## src/rtl/mem_lsu_pkg.sv

```systemverilog
// Shared lane codes, FSM state and write-back record for the MEM-stage load/store unit.
package mem_lsu_pkg;

  localparam logic [3:0] MTYPE_INV = 4'd0;
  localparam logic [3:0] MTYPE_B   = 4'd1;
  localparam logic [3:0] MTYPE_H   = 4'd3;
  localparam logic [3:0] MTYPE_BU  = 4'd8;
  localparam logic [3:0] MTYPE_HU  = 4'd12;
  localparam logic [3:0] MTYPE_W   = 4'd15;

  typedef enum logic {
    IDLE = 1'b0,
    BUSY = 1'b1
  } lsu_state_t;

  typedef struct packed {
    logic [31:0] pc;
    logic [4:0]  rd;
    logic        regwrite;
    logic [31:0] data;
  } wb_t;

  // Codes outside the ALU's byte-lane set are treated as faults.
  function automatic logic mtype_aligned(input logic [3:0] mtype, input logic [1:0] lo);
    logic ok;
    ok = 1'b0;
    case (mtype)
      MTYPE_B, MTYPE_BU: ok = 1'b1;
      MTYPE_H, MTYPE_HU: ok = ~lo[0];
      MTYPE_W:           ok = (lo == 2'b00);
      default:           ok = 1'b0;
    endcase
    return ok;
  endfunction

endpackage

```

## src/rtl/mem_lsu_if.sv

```systemverilog
// Single-outstanding req/ack data-memory port between the LSU (master) and memory (slave).
interface mem_lsu_if;
  logic        o_dmem_req;
  logic        o_dmem_we;
  logic [31:0] o_dmem_addr;
  logic [3:0]  o_dmem_be;
  logic [31:0] o_dmem_wdata;
  logic        i_dmem_ack;
  logic [31:0] i_dmem_rdata;

  modport master (
    output o_dmem_req, o_dmem_we, o_dmem_addr, o_dmem_be, o_dmem_wdata,
    input  i_dmem_ack, i_dmem_rdata
  );

  modport slave (
    input  o_dmem_req, o_dmem_we, o_dmem_addr, o_dmem_be, o_dmem_wdata,
    output i_dmem_ack, i_dmem_rdata
  );
endinterface

```

## src/rtl/mem_lsu_lane_align.sv

```systemverilog
// Byte-lane steering: store enables/replicated data, and load lane select with extension.
module mem_lane_align
  import mem_lsu_pkg::*;
(
  input  logic [3:0]  st_type_i,
  input  logic [1:0]  st_lo_i,
  input  logic [31:0] st_data_i,
  output logic [3:0]  be_o,
  output logic [31:0] wdata_o,
  input  logic [3:0]  ld_type_i,
  input  logic [1:0]  ld_lo_i,
  input  logic [31:0] rdata_i,
  output logic [31:0] ld_data_o
);

  logic [31:0] rshift;
  logic [7:0]  ld_byte;
  logic [15:0] ld_half;

  always_comb begin
    be_o    = 4'b0000;
    wdata_o = st_data_i;
    case (st_type_i)
      MTYPE_B, MTYPE_BU: begin
        be_o    = 4'b0001 << st_lo_i;
        wdata_o = {4{st_data_i[7:0]}};
      end
      MTYPE_H, MTYPE_HU: begin
        be_o    = 4'b0011 << {st_lo_i[1], 1'b0};
        wdata_o = {2{st_data_i[15:0]}};
      end
      MTYPE_W: be_o = 4'b1111;
      default: be_o = 4'b0000;
    endcase
  end

  assign rshift  = rdata_i >> {ld_lo_i, 3'b000};
  assign ld_byte = rshift[7:0];
  assign ld_half = ld_lo_i[1] ? rdata_i[31:16] : rdata_i[15:0];

  always_comb begin
    ld_data_o = 32'h0;
    case (ld_type_i)
      MTYPE_B:  ld_data_o = {{24{ld_byte[7]}}, ld_byte};
      MTYPE_BU: ld_data_o = {24'h0, ld_byte};
      MTYPE_H:  ld_data_o = {{16{ld_half[15]}}, ld_half};
      MTYPE_HU: ld_data_o = {16'h0, ld_half};
      MTYPE_W:  ld_data_o = rdata_i;
      default:  ld_data_o = 32'h0;
    endcase
  end

endmodule

```

## src/rtl/mem_lsu.sv

```systemverilog
// MEM-stage load/store unit: accepts EX fields, runs one req/ack access at a time while
// stalling upstream, and hands aligned/extended results to write-back.
module mem_lsu
  import mem_lsu_pkg::*;
#(
  parameter int unsigned TIMEOUT_CYC = 255
) (
  input  logic        i_clk,
  input  logic        i_reset,
  input  logic        i_valid,
  input  logic [31:0] i_pc,
  input  logic [31:0] i_addr,
  input  logic [31:0] i_wdata,
  input  logic [3:0]  i_mem_type,
  input  logic        i_MemRead,
  input  logic        i_MemWrite,
  input  logic [4:0]  i_rd,
  input  logic        i_RegWrite,
  input  logic        i_MemToReg,
  output logic        o_stall,
  mem_lsu_if.master   dmem,
  output logic        o_wb_valid,
  output logic [31:0] o_wb_pc,
  output logic [4:0]  o_wb_rd,
  output logic        o_wb_RegWrite,
  output logic [31:0] o_wb_data,
  output logic        o_misaligned,
  output logic        o_bus_err
);

  localparam int unsigned CW      = (TIMEOUT_CYC < 2) ? 1 : $clog2(TIMEOUT_CYC + 1);
  localparam int unsigned TO_LAST = (TIMEOUT_CYC == 0) ? 0 : TIMEOUT_CYC - 1;

  lsu_state_t  state_q, state_d;
  logic [CW-1:0] cnt_q, cnt_d;
  wb_t         cap_q, cap_d;
  logic [3:0]  be_q, be_d;
  logic [31:0] wdata_q, wdata_d;
  logic        we_q, we_d;
  logic [3:0]  mtype_q, mtype_d;
  logic        m2r_q, m2r_d;
  wb_t         wb_q, wb_d;
  logic        wb_valid_q, wb_valid_d;
  logic        misal_q, misal_d;
  logic        berr_q, berr_d;

  logic        memop, ok, to_hit, stall_c;
  logic [3:0]  st_be;
  logic [31:0] st_wdata, ld_ext;

  mem_lane_align u_align (
    .st_type_i (i_mem_type),
    .st_lo_i   (i_addr[1:0]),
    .st_data_i (i_wdata),
    .be_o      (st_be),
    .wdata_o   (st_wdata),
    .ld_type_i (mtype_q),
    .ld_lo_i   (cap_q.data[1:0]),
    .rdata_i   (dmem.i_dmem_rdata),
    .ld_data_o (ld_ext)
  );

  assign memop = i_valid & (i_MemRead | i_MemWrite);
  assign ok    = mtype_aligned(i_mem_type, i_addr[1:0]);

  // Timeout fires in the BUSY cycle whose edge would bring the counter to TIMEOUT_CYC;
  // an ack in that same cycle takes priority.
  assign to_hit = (TIMEOUT_CYC != 0) && (state_q == BUSY) && !dmem.i_dmem_ack
                  && (cnt_q == CW'(TO_LAST));

  always_comb begin
    state_d    = state_q;
    cnt_d      = cnt_q;
    cap_d      = cap_q;
    be_d       = be_q;
    wdata_d    = wdata_q;
    we_d       = we_q;
    mtype_d    = mtype_q;
    m2r_d      = m2r_q;
    wb_d       = wb_q;
    wb_valid_d = 1'b0;
    misal_d    = 1'b0;
    berr_d     = 1'b0;
    stall_c    = 1'b0;
    case (state_q)
      IDLE: begin
        if (memop && ok) begin
          state_d = BUSY;
          cnt_d   = '0;
          cap_d   = '{pc: i_pc, rd: i_rd, regwrite: i_RegWrite, data: i_addr};
          be_d    = st_be;
          wdata_d = st_wdata;
          we_d    = i_MemWrite;
          mtype_d = i_mem_type;
          m2r_d   = i_MemToReg;
          stall_c = 1'b1;
        end else if (memop) begin
          misal_d    = 1'b1;
          wb_valid_d = 1'b1;
          wb_d       = '{pc: i_pc, rd: i_rd, regwrite: 1'b0, data: i_addr};
        end else begin
          wb_valid_d = i_valid;
          wb_d       = '{pc: i_pc, rd: i_rd, regwrite: i_RegWrite, data: i_addr};
        end
      end
      BUSY: begin
        stall_c = ~dmem.i_dmem_ack & ~to_hit;
        if (dmem.i_dmem_ack) begin
          state_d     = IDLE;
          cnt_d       = '0;
          wb_valid_d  = 1'b1;
          wb_d        = cap_q;
          wb_d.regwrite = cap_q.regwrite & ~we_q;
          if (m2r_q) wb_d.data = ld_ext;
        end else if (to_hit) begin
          state_d     = IDLE;
          cnt_d       = '0;
          berr_d      = 1'b1;
          wb_valid_d  = 1'b1;
          wb_d        = cap_q;
          wb_d.regwrite = 1'b0;
        end else if (TIMEOUT_CYC != 0) begin
          cnt_d = cnt_q + 1'b1;
        end
      end
      default: state_d = IDLE;
    endcase
  end

  always_ff @(posedge i_clk or negedge i_reset) begin
    if (!i_reset) begin
      state_q    <= IDLE;
      cnt_q      <= '0;
      cap_q      <= '0;
      be_q       <= 4'b0000;
      wdata_q    <= 32'h0;
      we_q       <= 1'b0;
      mtype_q    <= MTYPE_INV;
      m2r_q      <= 1'b0;
      wb_q       <= '0;
      wb_valid_q <= 1'b0;
      misal_q    <= 1'b0;
      berr_q     <= 1'b0;
    end else begin
      state_q    <= state_d;
      cnt_q      <= cnt_d;
      cap_q      <= cap_d;
      be_q       <= be_d;
      wdata_q    <= wdata_d;
      we_q       <= we_d;
      mtype_q    <= mtype_d;
      m2r_q      <= m2r_d;
      wb_q       <= wb_d;
      wb_valid_q <= wb_valid_d;
      misal_q    <= misal_d;
      berr_q     <= berr_d;
    end
  end

  // Stall is combinational on the inputs, so it is forced low while reset is held.
  assign o_stall           = stall_c & i_reset;
  assign dmem.o_dmem_req   = (state_q == BUSY);
  assign dmem.o_dmem_we    = we_q;
  assign dmem.o_dmem_addr  = {cap_q.data[31:2], 2'b00};
  assign dmem.o_dmem_be    = be_q;
  assign dmem.o_dmem_wdata = wdata_q;

  assign o_wb_valid    = wb_valid_q;
  assign o_wb_pc       = wb_q.pc;
  assign o_wb_rd       = wb_q.rd;
  assign o_wb_RegWrite = wb_q.regwrite;
  assign o_wb_data     = wb_q.data;
  assign o_misaligned  = misal_q;
  assign o_bus_err     = berr_q;

endmodule

```

## src/flat_wrapper.sv

```systemverilog
// flat-port wrapper written by rule: the top's interface ports become plain ports
module mem_lsu_flat import mem_lsu_pkg::*;
#(
  parameter int unsigned TIMEOUT_CYC = 255
)
  (i_clk, i_reset, i_valid, i_pc, i_addr, i_wdata, i_mem_type, i_MemRead, i_MemWrite, i_rd, i_RegWrite, i_MemToReg, o_stall, o_wb_valid, o_wb_pc, o_wb_rd, o_wb_RegWrite, o_wb_data, o_misaligned, o_bus_err, dmem_o_dmem_req, dmem_o_dmem_we, dmem_o_dmem_addr, dmem_o_dmem_be, dmem_o_dmem_wdata, dmem_i_dmem_ack, dmem_i_dmem_rdata);
  mem_lsu_if dmem_i ();
  input  logic i_clk;
  input  logic i_reset;
  input  logic i_valid;
  input  logic [31:0] i_pc;
  input  logic [31:0] i_addr;
  input  logic [31:0] i_wdata;
  input  logic [3:0] i_mem_type;
  input  logic i_MemRead;
  input  logic i_MemWrite;
  input  logic [4:0] i_rd;
  input  logic i_RegWrite;
  input  logic i_MemToReg;
  output logic o_stall;
  output logic o_wb_valid;
  output logic [31:0] o_wb_pc;
  output logic [4:0] o_wb_rd;
  output logic o_wb_RegWrite;
  output logic [31:0] o_wb_data;
  output logic o_misaligned;
  output logic o_bus_err;
  output wire logic [$bits(dmem_i.o_dmem_req)-1:0] dmem_o_dmem_req;
  output wire logic [$bits(dmem_i.o_dmem_we)-1:0] dmem_o_dmem_we;
  output wire logic [$bits(dmem_i.o_dmem_addr)-1:0] dmem_o_dmem_addr;
  output wire logic [$bits(dmem_i.o_dmem_be)-1:0] dmem_o_dmem_be;
  output wire logic [$bits(dmem_i.o_dmem_wdata)-1:0] dmem_o_dmem_wdata;
  input wire logic [$bits(dmem_i.i_dmem_ack)-1:0] dmem_i_dmem_ack;
  input wire logic [$bits(dmem_i.i_dmem_rdata)-1:0] dmem_i_dmem_rdata;
  assign dmem_o_dmem_req = dmem_i.o_dmem_req;
  assign dmem_o_dmem_we = dmem_i.o_dmem_we;
  assign dmem_o_dmem_addr = dmem_i.o_dmem_addr;
  assign dmem_o_dmem_be = dmem_i.o_dmem_be;
  assign dmem_o_dmem_wdata = dmem_i.o_dmem_wdata;
  assign dmem_i.i_dmem_ack = dmem_i_dmem_ack;
  assign dmem_i.i_dmem_rdata = dmem_i_dmem_rdata;
  mem_lsu #(.TIMEOUT_CYC(TIMEOUT_CYC)) u_core (.i_clk(i_clk), .i_reset(i_reset), .i_valid(i_valid), .i_pc(i_pc), .i_addr(i_addr), .i_wdata(i_wdata), .i_mem_type(i_mem_type), .i_MemRead(i_MemRead), .i_MemWrite(i_MemWrite), .i_rd(i_rd), .i_RegWrite(i_RegWrite), .i_MemToReg(i_MemToReg), .o_stall(o_stall), .dmem(dmem_i), .o_wb_valid(o_wb_valid), .o_wb_pc(o_wb_pc), .o_wb_rd(o_wb_rd), .o_wb_RegWrite(o_wb_RegWrite), .o_wb_data(o_wb_data), .o_misaligned(o_misaligned), .o_bus_err(o_bus_err));
endmodule
```

## config.mk

```make
export PLATFORM = sky130hd
export DESIGN_NAME = mem_lsu_flat
export DESIGN_NICKNAME = d
export VERILOG_FILES = /design/src/rtl/mem_lsu_pkg.sv /design/src/rtl/mem_lsu_if.sv /design/src/rtl/mem_lsu_lane_align.sv /design/src/rtl/mem_lsu.sv /design/src/flat_wrapper.sv
export SDC_FILE = /design/constraint.sdc
export NUM_CORES = 1
export LEC_CHECK = 0
export CAP_MARGIN = 0
export CORE_ASPECT_RATIO = 1.25
export CORE_UTILIZATION = 49
export CTS_CLUSTER_DIAMETER = 80
export DETAILED_ROUTE_END_ITERATION = 7
export MAX_ROUTING_LAYER = met4
export PLACE_DENSITY_LB_ADDON = 0.25
export SLEW_MARGIN = 20
export SYNTH_ARGS = -nofsm -noshare
export SYNTH_HDL_FRONTEND = slang
export SYNTH_HIERARCHICAL = 1
export SYNTH_SLANG_ARGS = --single-unit
export TNS_END_PERCENT = 20
```

## constraint.sdc

```tcl
create_clock -name i_clk -period 2.9 [get_ports i_clk]
set_input_delay 0.58 -clock i_clk [delete_from_list [all_inputs] [get_ports i_clk]]
set_output_delay 0.58 -clock i_clk [all_outputs]
set_load 0.005 [all_outputs]
```

# After elaboration in Yosys (flattened, before gate mapping)
# Index checks and enable logic that the tools add are counted.
# op_classes
n_shift,3
n_eq_ne,14
div_mod_pow,0
mul,0
addsub,1
n_bitwise,10
n_reduce_logical,9
n_lt_le_gt_ge,0
muxes,30
# ops
cell,n
70-bit 2-to-1 mux,3
32-bit case mux with 5 select lines,1
70-bit case mux with 2 select lines,1
32-bit case mux with 2 select lines,1
33-bit 2-to-1 mux,1
32-bit 2-to-1 mux,1
32-bit by 5-bit >> shifter with 8-bit output,1
"4-bit == test, second input constant",6
8-bit 2-to-1 mux,3
16-bit 2-to-1 mux,1
8-bit case mux with 2 select lines,1
1-bit 2-to-1 mux,12
4-bit case mux with 3 select lines,1
"8-bit by 1-bit adder with 8-bit output, second input constant",1
"4-bit by 1-bit == test with 1-bit output, second input constant",2
"4-bit by 2-bit == test with 1-bit output, second input constant",2
"8-bit == test, second input constant",1
1-bit case mux with 2 select lines,3
1-bit NOT,5
1-bit bitwise AND,4
2-bit AND reduction,2
2-bit OR reduction,2
"1-bit by 2-bit left shift with 4-bit output, first input constant",1
"2-bit by 2-bit left shift with 4-bit output, first input constant",1
8 further kinds,10
# totals
output_inout_bits,144
elab_cells,85
mem_count,0
input_bits,145
romBits,0
latch_bits,0
ramBits,0
regBits,194

# Longest topological paths before layout
# Gate-level depths: netlist (run 1).
# depth
depth_word,7
ltp_mapped,10

# By module
# The synthesis (run 1) kept the hierarchy.
# by_module_without_submodules
module,area_per_inst_um2,seq_area_each_um2,instances,cells_each
mem_lsu,9183.8,4854.7,1,647
mem_lane_align,1247.4,0.0,1,168

# Worst setup path after synthesis (run 1)
# OpenSTA, ideal clock, no wires.
# synth_timing
path_kind,input port to output port
startpoint,in i_mem_type[3]
endpoint,out o_stall
cell_stages,5
t_required_ps,2320
arrival_time_ps,1781
n_path_buf,1
path_slack_ps,539
cell_sequence,or2_2 > mux2i_1 > a211oi_4 > buf_6 > nor2b_1
# synth_between
elab_chain_cells,7
elab_cells_between_ends,12
# synth_rtl
item,line_no,text
start: declaration,flat_wrapper.sv:14,input logic [3:0] i_mem_type;
4-bit by 2-bit == test with 1-bit output (tied with other cells),mem_lsu_pkg.sv:27,case (mtype)
2-bit OR reduction,mem_lsu_pkg.sv:27,
1-bit case mux with 3 select lines *,mem_lsu_pkg.sv:27,
1-bit logical AND *,mem_lsu.sv:87,if (memop && ok) begin
1-bit 2-to-1 mux *,mem_lsu.sv:87,
1-bit case mux with 2 select lines *,mem_lsu.sv:85,case (state_q)
1-bit bitwise AND *,mem_lsu.sv:161,assign o_stall = stall_c & i_reset;
end: declaration,flat_wrapper.sv:20,output logic o_stall;
# Every way passes the cells marked *; elsewhere a longest branch is shown, timed or not.

# Worst setup path after layout (run 1)
# layout_timing
startpoint,in i_addr[1]
endpoint,out o_stall
# layout_between
elab_chain_cells,6
# layout_rtl
item,line_no,text
start: declaration,flat_wrapper.sv:12,input logic [31:0] i_addr;
2-bit logical NOT,mem_lsu_pkg.sv:30,MTYPE_W: ok = (lo == 2'b00);
1-bit case mux with 3 select lines,mem_lsu_pkg.sv:27,
1-bit logical AND,mem_lsu.sv:87,
1-bit 2-to-1 mux,mem_lsu.sv:87,
1-bit case mux with 2 select lines,mem_lsu.sv:85,
1-bit bitwise AND,mem_lsu.sv:161,
# Every way passes these cells.

==> results of run 1 <==
==> metal layers <==
metal / wire length, µm / GRT usage, % / share of wire (%) / vias to the layer above
li1: - / - / - / 3426
met1: 11000 / 30.9 / 42 / 3628
met2: 13200 / 41.5 / 50 / 258
met3: 1710 / 5.92 / 6.5 / 29
met4: 438 / 6.95 / 1.7 / 0
met5: 0 / - / 0 / -
==> worst paths after layout <==
| check | startpoint | to | slack [ns] | cells after the start |
|---|---|---|---|---|
| max in group asynchronous | i_reset | u_core/mtype_q[1] | 1.41 | 3 |
| setup reg to reg | u_core/cnt_q[0] | u_core/o_wb_data[10] | 0.52 | 8 |
| hold reg to reg | u_core/o_wb_pc[24] | u_core/o_wb_pc[24] | 0.49 | 1 |
| min in group asynchronous | i_reset | u_core/dmem.o_dmem_addr[10] | 0.53 | 2 |
| hold / removal | u_core/o_wb_pc[24] | u_core/o_wb_pc[24] | 0.49 | 1 |
| setup / recovery | i_addr[1] | o_stall | 0.12 | 6 |
==> cell usage after synthesis, drive strengths merged (2+ instances only) <==
cell     count
a211oi       2
nand2       46
nor2b        5
a31o         2
inv         11
a31oi        6
a2111oi      2
ha           2
a221o       15
and3         2
o221ai       8
a211o        2
mux2       242
o21ai        7
o22ai        2
xnor2        2
mux2i       48
nand4        2
and2         8
clkbuf      16
o211ai       2
nand4b       2
nor2        37
a21oi       40
buf         75
dfrtp      194
and4         2
nand2b       5
nor3         5
nand3        6
a41oi        3
==> worst register-to-register path, stage by stage (launching register included) <==
cell	delay, ns
dfrtp_1	0.42
inv_1	0.08
ha_1	0.16
and4_1	0.23
a21oi_2	0.10
a211oi_4	0.23
buf_4	0.26
buf_12	0.36
mux2_2	0.43
==> power by group <==
part / total (mW) / switching [mW] / internal [mW]
sequential: 3.89 / 0.487 / 3.41
combinational: 3.38 / 1.16 / 2.22
clock: 2.33 / 1.17 / 1.17
==> registers in the layout, indices dropped and copies added (netlist names) <==
| name | count |
|---|---|
| u_core/cap_q | 40 |
| u_core/dmem.o_dmem_wdata | 32 |
| u_core/o_wb_data | 32 |
| u_core/o_wb_pc | 32 |
| u_core/dmem.o_dmem_addr | 30 |
| u_core/cnt_q | 8 |
| u_core/o_wb_rd | 5 |
| u_core/dmem.o_dmem_be | 4 |
| u_core/mtype_q | 4 |
| u_core/dmem.o_dmem_req | 1 |
| u_core/dmem.o_dmem_we | 1 |
| u_core/m2r_q | 1 |
| u_core/o_bus_err | 1 |
| u_core/o_misaligned | 1 |
| u_core/o_wb_RegWrite | 1 |
| u_core/o_wb_valid | 1 |
==> logic make-up after synthesis <==
family                   Yosys count  synth area share (%)
adder cells (fa/ha/maj)            2                 0.240
multiplexers                     291                  33.8
buffers and inverters            102                  6.60
other                              1                0.0359
flip-flops                       194                  46.5
XOR/XNOR                           2                 0.168
AND/OR/NAND/NOR                  127                  5.70
AO/OA/AOI/OAI                     96                  6.90
==> layout make-up <==
class	instances	share of cell area, %
multi-input combinational	520	34.8
inverter	11	0.293
clock buffer	18	3.04
clock inverter	14	1.14
antenna	1	0.0177
sequential	194	34.5
tap	274	2.43
timing repair buffer	334	23.8
==> repair_timing <==
item / 4_1_cts / 5_1_grt
hold endpoints to repair: 1 / 0
endpoints found under the setup margin: 1 / 1
pin swaps: 2 / 2
setup buffers: 1 / 1
gates resized for setup: 3 / 1
hold buffers: 1 / 0
gates cloned: 0 / 0
==> results.yml, run 1 <==
routing:
  drt-total-wl_um: 26400
  drcViolationCount: 0
  first_iter_violations: 383
  dr.pass1.iters: 4
  ant_nets: 0
  wl_per_cell_um: 19.3
  vias_per_cell: 5.37
  vias: 7341
logic_synthesis:
  avgSynthCellArea_um2: 12.8
  syn_inst: 815
  synthArstFlopShare_pct: 100
  yosysWarnings: 6
  ys_types: 55
  synth_edf_count: 0
  ys_seq_area_share_pct: 46.5
  synth_ff_type: "dfrtp_1"
  synth_top_area_cell: "dfrtp_1"
  ys_seq_elements: 194
  synth_area_um2: 10400
  ys_top_cells_by_area: "dfrtp_1, mux2_2, mux2_4"
  synth_top_area_share_pct: 46.5
worst_setup_path:
  crit_fanout: 2
  critical_path.top_delay_family: "buffers and inverters"
  worst_setup_path_end_kind: "output pin"
  worst_setup_path_start_kind: "input pin"
  critical_path_required_ns: 2.32
  crit_type: "in2out"
  cpPeakStageDelay_ns: 0.48
  critPathSlowestCell: "a2111oi_4"
  cp_num_buf_inv: 2
  crit_arrival_ns: 2.20
  worstPathCellList: "clkdlybuf4s50_1, nand4b_1, a2111oi_4, a211oi_4, nor2b_1, dlygate4sd2_1"
timing:
  finalSetupViolCount: 0
  setup_tns_ns: 0
  layout_setup_ws_ns: 0.124
  fin_crit_ns: 2.78
  period_share_pct: 95.7
  hold_violations: 0
  rsz0062_at_grt: "false"
  max_freq_ghz: 0.360
  fin_worst_skew_ns: 0.0129
  finalMaxSlewViolations: 0
  relSlewSlack_pct: 33.5
  worst_slew_pin_slew_ns: 0.998
  hold_slack_ns: 0.493
clock_tree:
  cts_tree: "yes"
  clock_latency_ns: 0.43
  path_clk_slew_ns: 0.07
  cts_sinks: 194
  clockBufferDepth: 2
  cts_buffers: 17
  ctsRootBufferMaster: "clkbuf_16"
  htreeDepth: 4
grt:
  grt_pass1_wl_um: 41000
  grt_use_total_pct: 25.1
  grt.overflow.total: 0
  antenna_found_initial: 1
  grt_max_degree: 91
  grt_pass1_vias: 7467
floorplan:
  core_area_um2: 20800
  num_rows: 59
  fp.dieW_um: 133
  start_util_pct: 50.1
  io_pins: 289
  fp.dieArea_um2: 21900
  die_y_um: 165
placed_design:
  dp_hpwl_um: 18800
  place_congestion: 0.864
  placed_cells: 1330
  dp_slack_ns: -0.233
  port_buffers: 286
  place_area_um2: 13500
finish:
  instances_no_fill: 1366
  design_area_um2: 14100
  final_cell_mix: "clkdlybuf4s50_1, dfrtp_1, mux2_2"
  fin_nets: 1225
  post-route-util_pct: 67.7
  syn2layout_area_growth_pct: 35.2
  multi_input_area_um2: 4910
  drive_gt1_share_pct: 30.2
  area.sequential_um2: 4860
  nFillCells: 1621
  final_common_cell: "clkdlybuf4s50_1"
pwr:
  irDropWorstVdd_mv: 0.433
  p_per_area_nw_per_um2: 681
  p_leak_nw: 6.38
  power.total_mw: 9.60
hold_path:
  hold_class: "reg2reg"
status:
  status: "completed"
run:
  drv_cap: 0
Note: power is estimated with default switching activity, not from simulation.
==> inputs of run 2 (changes only) <==
Settings changed: CAP_MARGIN 0 to 20.
==> results of run 2 <==
The final DEF is identical to that of run 1; final timing and power are the same.
